`src/rtl/note_scheduler_pkg.sv`:
```
// note_pkg: shared state enum, store depth and note entry layout for note_scheduler
package note_pkg;
  localparam int DEPTH = 16;
  localparam int NOTE_W = 4;
  localparam int DUR_W = 2;
  typedef enum logic [1:0] {IDLE, FETCH, PLAY} state_t;
  typedef struct packed {
    logic [NOTE_W-1:0] note;
    logic [DUR_W-1:0] dur;
  } entry_t;
endpackage

```
`src/rtl/note_scheduler_if.sv`:
```
// note_scheduler_if: record/control/live inputs and tone/status outputs of note_scheduler
interface note_scheduler_if;
  import note_pkg::*;
  logic rec_valid;
  logic [NOTE_W-1:0] rec_note;
  logic [DUR_W-1:0] rec_dur;
  logic clear;
  logic play_start;
  logic play_stop;
  logic live_valid;
  logic [NOTE_W-1:0] live_note;
  logic tone_en;
  logic [NOTE_W-1:0] tone_note;
  logic busy;
  logic [4:0] count;
  logic full;
  logic [3:0] play_idx;
  logic done;
  modport master(
    output rec_valid, rec_note, rec_dur, clear, play_start, play_stop, live_valid, live_note,
    input tone_en, tone_note, busy, count, full, play_idx, done
  );
  modport slave(
    input rec_valid, rec_note, rec_dur, clear, play_start, play_stop, live_valid, live_note,
    output tone_en, tone_note, busy, count, full, play_idx, done
  );
endinterface

```
`src/rtl/note_scheduler_beat_tick_gen.sv`:
```
// beat_tick_gen: loadable down-counter pulsing tick at zero every TICK_DIV enabled cycles
module beat_tick_gen #(
  parameter int TICK_DIV = 25000000
) (
  input  logic clk,
  input  logic reset,
  input  logic load,
  input  logic en,
  output logic tick
);
  localparam int W = $clog2(TICK_DIV);
  logic [W-1:0] cnt;
  assign tick = en && cnt == '0;
  always_ff @(posedge clk) begin
    if (reset) cnt <= '0;
    else if (load || tick) cnt <= W'(TICK_DIV - 1);
    else if (en) cnt <= cnt - 1'b1;
  end
endmodule

```
`src/rtl/note_scheduler.sv`:
```
// note_scheduler: 16-note record/playback sequencer and tone arbiter, NOTE_SCHED_LOOP_EN repeats playback
module note_scheduler import note_pkg::*; #(
  parameter int TICK_DIV = 25000000
) (
  input logic clk,
  input logic reset,
  note_scheduler_if.slave bus
);
  state_t state, state_n;
  logic [4:0] count, count_n;
  logic [3:0] idx, idx_n;
  logic [NOTE_W-1:0] cur_note, cur_note_n, tone_note, tone_note_n;
  logic [DUR_W-1:0] dur, dur_n;
  logic tone_en, tone_en_n, done, done_n, wr, tick, full, last, stay_idle;
  entry_t mem [DEPTH];
  entry_t rd;
  beat_tick_gen #(.TICK_DIV(TICK_DIV)) u_tick (
    .clk(clk), .reset(reset), .load(state == FETCH), .en(state == PLAY), .tick(tick)
  );
  assign rd = mem[idx];
  assign full = count == 5'(DEPTH);
  assign last = {1'b0, idx} == count - 5'd1;
  assign wr = !bus.clear && state == IDLE && bus.rec_valid && !full;
  assign stay_idle = state == IDLE && state_n == IDLE;
  always_comb begin
    state_n = state;
    idx_n = idx;
    cur_note_n = cur_note;
    dur_n = dur;
    done_n = 1'b0;
    count_n = wr ? count + 5'd1 : count;
    if (bus.clear) begin
      state_n = IDLE;
      count_n = '0;
      idx_n = '0;
    end else if (state != IDLE && bus.play_stop) begin
      state_n = IDLE;
    end else if (state == IDLE) begin
      if (bus.play_start && count != '0) begin
        state_n = FETCH;
        idx_n = '0;
      end
    end else if (state == FETCH) begin
      state_n = PLAY;
      cur_note_n = rd.note;
      dur_n = rd.dur;
    end else if (tick) begin
      if (dur != '0) begin
        dur_n = dur - 1'b1;
      end else if (!last) begin
        state_n = FETCH;
        idx_n = idx + 4'd1;
      end else begin
        done_n = 1'b1;
`ifdef NOTE_SCHED_LOOP_EN
        state_n = FETCH;
        idx_n = '0;
`else
        state_n = IDLE;
`endif
      end
    end
    tone_en_n = state_n == PLAY || (stay_idle && bus.live_valid);
    tone_note_n = state_n == PLAY ? cur_note_n : stay_idle ? bus.live_note : tone_note;
  end
  always_ff @(posedge clk) begin
    if (reset) begin
      state <= IDLE;
      count <= '0;
      idx <= '0;
      cur_note <= '0;
      dur <= '0;
      tone_en <= 1'b0;
      tone_note <= '0;
      done <= 1'b0;
    end else begin
      state <= state_n;
      count <= count_n;
      idx <= idx_n;
      cur_note <= cur_note_n;
      dur <= dur_n;
      tone_en <= tone_en_n;
      tone_note <= tone_note_n;
      done <= done_n;
    end
  end
  always_ff @(posedge clk) begin
    if (wr) mem[count[3:0]] <= {bus.rec_note, bus.rec_dur};
  end
  assign bus.tone_en = tone_en;
  assign bus.tone_note = tone_note;
  assign bus.busy = state != IDLE;
  assign bus.count = count;
  assign bus.full = full;
  assign bus.play_idx = idx;
  assign bus.done = done;
endmodule

```
`src/flat_wrapper.sv`:
```
// flat-port wrapper written by rule: the top's interface ports become plain ports
module note_scheduler_flat import note_pkg::*;
#(
  parameter int TICK_DIV = 25000000
)
  (clk, reset, bus_rec_valid, bus_rec_note, bus_rec_dur, bus_clear, bus_play_start, bus_play_stop, bus_live_valid, bus_live_note, bus_tone_en, bus_tone_note, bus_busy, bus_count, bus_full, bus_play_idx, bus_done);
  note_scheduler_if bus_i ();
  input logic clk;
  input logic reset;
  input wire logic [$bits(bus_i.rec_valid)-1:0] bus_rec_valid;
  input wire logic [$bits(bus_i.rec_note)-1:0] bus_rec_note;
  input wire logic [$bits(bus_i.rec_dur)-1:0] bus_rec_dur;
  input wire logic [$bits(bus_i.clear)-1:0] bus_clear;
  input wire logic [$bits(bus_i.play_start)-1:0] bus_play_start;
  input wire logic [$bits(bus_i.play_stop)-1:0] bus_play_stop;
  input wire logic [$bits(bus_i.live_valid)-1:0] bus_live_valid;
  input wire logic [$bits(bus_i.live_note)-1:0] bus_live_note;
  output wire logic [$bits(bus_i.tone_en)-1:0] bus_tone_en;
  output wire logic [$bits(bus_i.tone_note)-1:0] bus_tone_note;
  output wire logic [$bits(bus_i.busy)-1:0] bus_busy;
  output wire logic [$bits(bus_i.count)-1:0] bus_count;
  output wire logic [$bits(bus_i.full)-1:0] bus_full;
  output wire logic [$bits(bus_i.play_idx)-1:0] bus_play_idx;
  output wire logic [$bits(bus_i.done)-1:0] bus_done;
  assign bus_i.rec_valid = bus_rec_valid;
  assign bus_i.rec_note = bus_rec_note;
  assign bus_i.rec_dur = bus_rec_dur;
  assign bus_i.clear = bus_clear;
  assign bus_i.play_start = bus_play_start;
  assign bus_i.play_stop = bus_play_stop;
  assign bus_i.live_valid = bus_live_valid;
  assign bus_i.live_note = bus_live_note;
  assign bus_tone_en = bus_i.tone_en;
  assign bus_tone_note = bus_i.tone_note;
  assign bus_busy = bus_i.busy;
  assign bus_count = bus_i.count;
  assign bus_full = bus_i.full;
  assign bus_play_idx = bus_i.play_idx;
  assign bus_done = bus_i.done;
  note_scheduler #(.TICK_DIV(TICK_DIV)) u_core (.clk(clk), .reset(reset), .bus(bus_i));
endmodule
```
`config.mk`:
```
export PLATFORM = sky130hd
export DESIGN_NAME = note_scheduler_flat
export DESIGN_NICKNAME = d
export VERILOG_FILES = /design/src/rtl/note_scheduler_pkg.sv /design/src/rtl/note_scheduler_if.sv /design/src/rtl/note_scheduler_beat_tick_gen.sv /design/src/rtl/note_scheduler.sv /design/src/flat_wrapper.sv
export SDC_FILE = /design/constraint.sdc
export NUM_CORES = 1
export LEC_CHECK = 0
export ABC_CLOCK_PERIOD_IN_PS = 2410
export BUFFER_PORTS_ARGS = -buffer_cell sky130_fd_sc_hd__buf_2
export CAP_MARGIN = 10
export CORE_MARGIN = 1.5
export CORE_UTILIZATION = 38
export DETAILED_ROUTE_END_ITERATION = 12
export GPL_TIMING_DRIVEN = 0
export SETUP_SLACK_MARGIN = 0.2
export SYNTH_ARGS = -nofsm -noshare
export SYNTH_HDL_FRONTEND = slang
export SYNTH_HIERARCHICAL = 1
export SYNTH_SLANG_ARGS = --single-unit
```
`constraint.sdc`:
```
create_clock -name clk -period 2.41 [get_ports clk]
set_clock_uncertainty 0.1 [all_clocks]
set_input_delay 0.482 -clock clk [delete_from_list [all_inputs] [get_ports clk]]
set_output_delay 0.482 -clock clk [all_outputs]
set_load 0.05 [all_outputs]
```
==> flow_results.xml <==
<?xml version="1.0" encoding="UTF-8"?>
<metrics>
  <group name="synthesis">
    <metric name="synth_enable_flop_cells" unit="">96</metric>
    <metric name="yosysWarnings" unit="">6</metric>
    <metric name="synthArstFlopShare" unit="%">0</metric>
    <metric name="synth.net_count" unit="">507</metric>
    <metric name="postSynthCellCount" unit="">482</metric>
    <metric name="postSynth.topFlopCell" unit="">sky130_fd_sc_hd__edfxtp_1</metric>
    <metric name="distinct_cell_type_count_of_the_synthesized_netlist" unit="">65</metric>
    <metric name="netlist_top_cells_area" unit="">sky130_fd_sc_hd__edfxtp_1, sky130_fd_sc_hd__dfxtp_1, sky130_fd_sc_hd__mux4_2, sky130_fd_sc_hd__xnor2_1, sky130_fd_sc_hd__a21oi_1</metric>
    <metric name="postSynthRegisterBits" unit="">148</metric>
    <metric name="synth.avg_cell_area" unit="um2">13.4</metric>
    <metric name="synth_seq_area_share" unit="%">60.7</metric>
    <metric name="mappedNetlistArea" unit="um2">6470</metric>
    <metric name="yosys.area.top_type_share" unit="%">44.6</metric>
    <metric name="synth_top_cell_by_area" unit="">sky130_fd_sc_hd__edfxtp_1</metric>
  </group>
  <group name="global_route">
    <metric name="global_route_wire_length_before_repair" unit="mm">22.5</metric>
    <metric name="globalRouteOverflowTotal" unit="">0</metric>
    <metric name="first_global_vias" unit="">4132</metric>
    <metric name="grt_start_max_net_pins" unit="">17</metric>
    <metric name="grt.total_usage" unit="%">16.8</metric>
    <metric name="antenna_found_initial" unit="">0</metric>
  </group>
  <group name="final_layout">
    <metric name="layout-drive-gt1-share" unit="%">38.6</metric>
    <metric name="fin_cells" unit="">788</metric>
    <metric name="final_cell_mix" unit="">sky130_fd_sc_hd__edfxtp_1, sky130_fd_sc_hd__dfxtp_1, sky130_fd_sc_hd__buf_2</metric>
    <metric name="most_common_cell_after_layout_fill_and_taps_aside" unit="">sky130_fd_sc_hd__edfxtp_1</metric>
    <metric name="num-fill-cells" unit="">1421</metric>
    <metric name="area_growth_syn_to_layout" unit="%">25.5</metric>
    <metric name="design.final.nets" unit="">580</metric>
    <metric name="diodes_inserted" unit="">0</metric>
  </group>
  <group name="clock_tree">
    <metric name="cts_root_buffer" unit="">sky130_fd_sc_hd__clkbuf_16</metric>
    <metric name="numCtsBuffers" unit="">17</metric>
    <metric name="tritoncts" unit="">built</metric>
    <metric name="cts.reportedPaths.clkPinSlew" unit="ps">60</metric>
    <metric name="cts.htree.levels" unit="">4</metric>
    <metric name="cts_num_sinks" unit="">148</metric>
    <metric name="insertion_delay" unit="ps">420</metric>
    <metric name="number_of_buffers_on_the_longest_clock_path" unit="">2</metric>
  </group>
  <group name="critical_path">
    <metric name="worst-endpoint-arrival" unit="ps">2490</metric>
    <metric name="critical_path.max_fanout" unit="">4</metric>
    <metric name="max_stage_delay" unit="ps">540</metric>
    <metric name="critical_path.slowest_cell" unit="">sky130_fd_sc_hd__or4_4</metric>
    <metric name="setup.worst_path.end_class" unit="">flip-flop</metric>
    <metric name="start_kind" unit="">flip-flop</metric>
    <metric name="timing.critical_path.cells" unit="">or4_4 &gt; nand2b_4 &gt; nor2_4 &gt; and2_4 &gt; nand2_4 &gt; and3_4 &gt; o21ai_4 &gt; o21ba_4 &gt; a22o_1</metric>
    <metric name="worstSetupPathType" unit="">flip-flop to flip-flop</metric>
    <metric name="endpoint_required_time_on_the_critical_path" unit="ps">2620</metric>
  </group>
  <group name="sta">
    <metric name="timing.final.crit_period" unit="ps">2270</metric>
    <metric name="timing_max_transition_violations_final" unit="">0</metric>
    <metric name="rsz0062_at_grt" unit="">yes</metric>
    <metric name="max-slew-margin-rel" unit="%">54.1</metric>
    <metric name="min_period_over_period" unit="%">94.4</metric>
    <metric name="report.final.setup_viol" unit="">0</metric>
    <metric name="transition_time_of_the_tightest_slew_check_pin" unit="ps">685</metric>
    <metric name="max_freq" unit="MHz">440</metric>
    <metric name="timing.final.hold_violations" unit="">0</metric>
  </group>
  <group name="min_path">
    <metric name="hold_path_class" unit="">input pin to flip-flop</metric>
  </group>
  <group name="route">
    <metric name="wl" unit="mm">14.5</metric>
    <metric name="post_drt_wl_per_cell" unit="um">18.4</metric>
    <metric name="detail_route.iter0.violations" unit="">252</metric>
    <metric name="detail_route.first_pass.iterations" unit="">4</metric>
    <metric name="detail_route.vias_per_cell" unit="">5.34</metric>
    <metric name="drt_drc_violations_left" unit="">0</metric>
    <metric name="routed-via-count" unit="">4208</metric>
    <metric name="drtAntennaViolNets" unit="">0</metric>
  </group>
  <group name="pwr">
    <metric name="p_comb_share" unit="%">3.9</metric>
    <metric name="power.share.switching" unit="%">23.5</metric>
    <metric name="internal-power" unit="uW">4150</metric>
    <metric name="cellLeakagePower" unit="uW">0.00276</metric>
    <metric name="net-switching-power" unit="uW">1280</metric>
    <metric name="portion_of_total_power_attributed_to_sequential_cells" unit="%">50.1</metric>
    <metric name="power" unit="uW">5420</metric>
    <metric name="power.clock.fraction" unit="%">45.9</metric>
    <metric name="peakVddDrop" unit="V">0.000481</metric>
    <metric name="power_per_cell_area" unit="nW/um2">668</metric>
  </group>
  <group name="place">
    <metric name="hpwlAfterDp" unit="mm">9.58</metric>
    <metric name="placed_cells" unit="">734</metric>
    <metric name="count_of_buffers_inserted_at_the_top_level_ports" unit="">32</metric>
    <metric name="place.gp.congestion" unit="">0.765</metric>
  </group>
  <group name="outcome">
    <metric name="run_status" unit="">finished clean</metric>
  </group>
  <group name="flow_run">
    <metric name="max_cap_violations" unit="">0</metric>
  </group>
  <group name="floorplanning">
    <metric name="die_area" unit="um2">17800</metric>
    <metric name="io-pin-count" unit="">34</metric>
    <metric name="floorplan.initialDensity" unit="%">39.0</metric>
    <metric name="core_area" unit="um2">16600</metric>
    <metric name="floorplan.rows" unit="">47</metric>
    <metric name="dieHeight" unit="um">133</metric>
    <metric name="chipWidth" unit="um">133</metric>
  </group>
</metrics>
## metrics by stage
stage | setup WS, ps | util (%) | instance area (um2) | hold WS [ps] | TNS (ps)
after floorplan | 206 | - | 6530 | 344 | 0
after global placement | -209 | 42.0 | 6960 | 359 | -4200
after detailed placement | -225 | 42.0 | 6960 | 354 | -6420
after CTS | 52.3 | 47.1 | 7810 | 191 | 0
after global routing | 60.3 | 48.9 | 8120 | 201 | 0
final | 135 | 48.9 | 8120 | 205 | 0
## power by group through the flow
stage	registers (uW)	logic, uW	clock network [uW]
4_1_cts	2720	192	2560
5_1_grt	2720	231	2650
3_3_place_gp	2780	170	0
3_5_place_dp	2780	175	0
2_1_floorplan	2800	86.0	0
6_report	2720	213	2490
## critical path, delay by kind of cell, from the launching register on
kind               cells  cell delay, ps
and+or+nand+nor        6            1230
DFF                    1             350
AOI/OAI and AO/OA      3             480
## Yosys cell counts (all sizes together) (9+ instances only)
cell	count
buf	19
edfxtp	96
mux2i	11
o21ai	9
nand3	9
dfxtp	52
mux4	23
xnor2	22
nor4	10
a21oi	28
nand2	17
inv	15
nor2	34
nor3	24
## cell families (layout without fill, tap and decap cells)
logic type / count (synthesis) / in the layout / share of synthesized area, %
AOI/OAI and AO/OA: 73 / 73 / 8.03
xor gates and xnor gates: 30 / 30 / 4.06
adders and majority gates: 8 / 8 / 1.55
buffers and inverters: 39 / 125 / 2.82
DFF: 148 / 148 / 60.7
muxes: 35 / 35 / 9.88
and+or+nand+nor: 149 / 149 / 13.0
## flip-flops by register name, indices dropped and copies added (netlist names), named ones only
register / cells
u_core/bus.count: 5
u_core/bus.done: 1
u_core/bus.play_idx: 4
u_core/bus.tone_en: 1
u_core/bus.tone_note: 4
u_core/cur_note: 4
u_core/dur: 2
u_core/mem: 96
u_core/state: 2
u_core/u_tick/cnt: 25
## area by class of cell
class,count,area (um2),area share (%)
sequential,148,3940,48.6
multi-input combinational,295,2770,34.2
clock buffer,17,425,5.24
timing repair buffer,54,332,4.09
tap,220,275,3.39
buffer,24,174,2.14
clock inverter,15,139,1.71
inverter,15,56.3,0.694
## metal layers
layer	up-vias	GRT usage, %	share of wire (%)
li1	1987	-	-
met1	2097	22.6	44
met2	114	26.2	49
met3	10	5.14	6.2
met4	0	5.13	0.72
met5	-	0	0
## path summary, 6_finish.rpt
kind,startpoint,to,slack [ps],depth (start not counted)
max,u_core/u_tick/cnt[9],u_core/bus.tone_note[1],140,9
min,bus_live_valid,u_core/bus.tone_en,200,3
max reg2reg,u_core/u_tick/cnt[9],u_core/bus.tone_note[1],140,9
min reg2reg,u_core/bus.tone_note[3],u_core/bus.tone_note[3],370,1
## timing repair
item                                   4_1_cts  5_1_grt
pin swaps                                    8       19
hold buffers                                 0        0
setup buffers                                9       13
gates cloned                                 0        0
setup endpoints to repair                  130      114
endpoints found under the hold margin        0        0
gates resized for setup                     59       47
(Power assumes the default switching activity.)
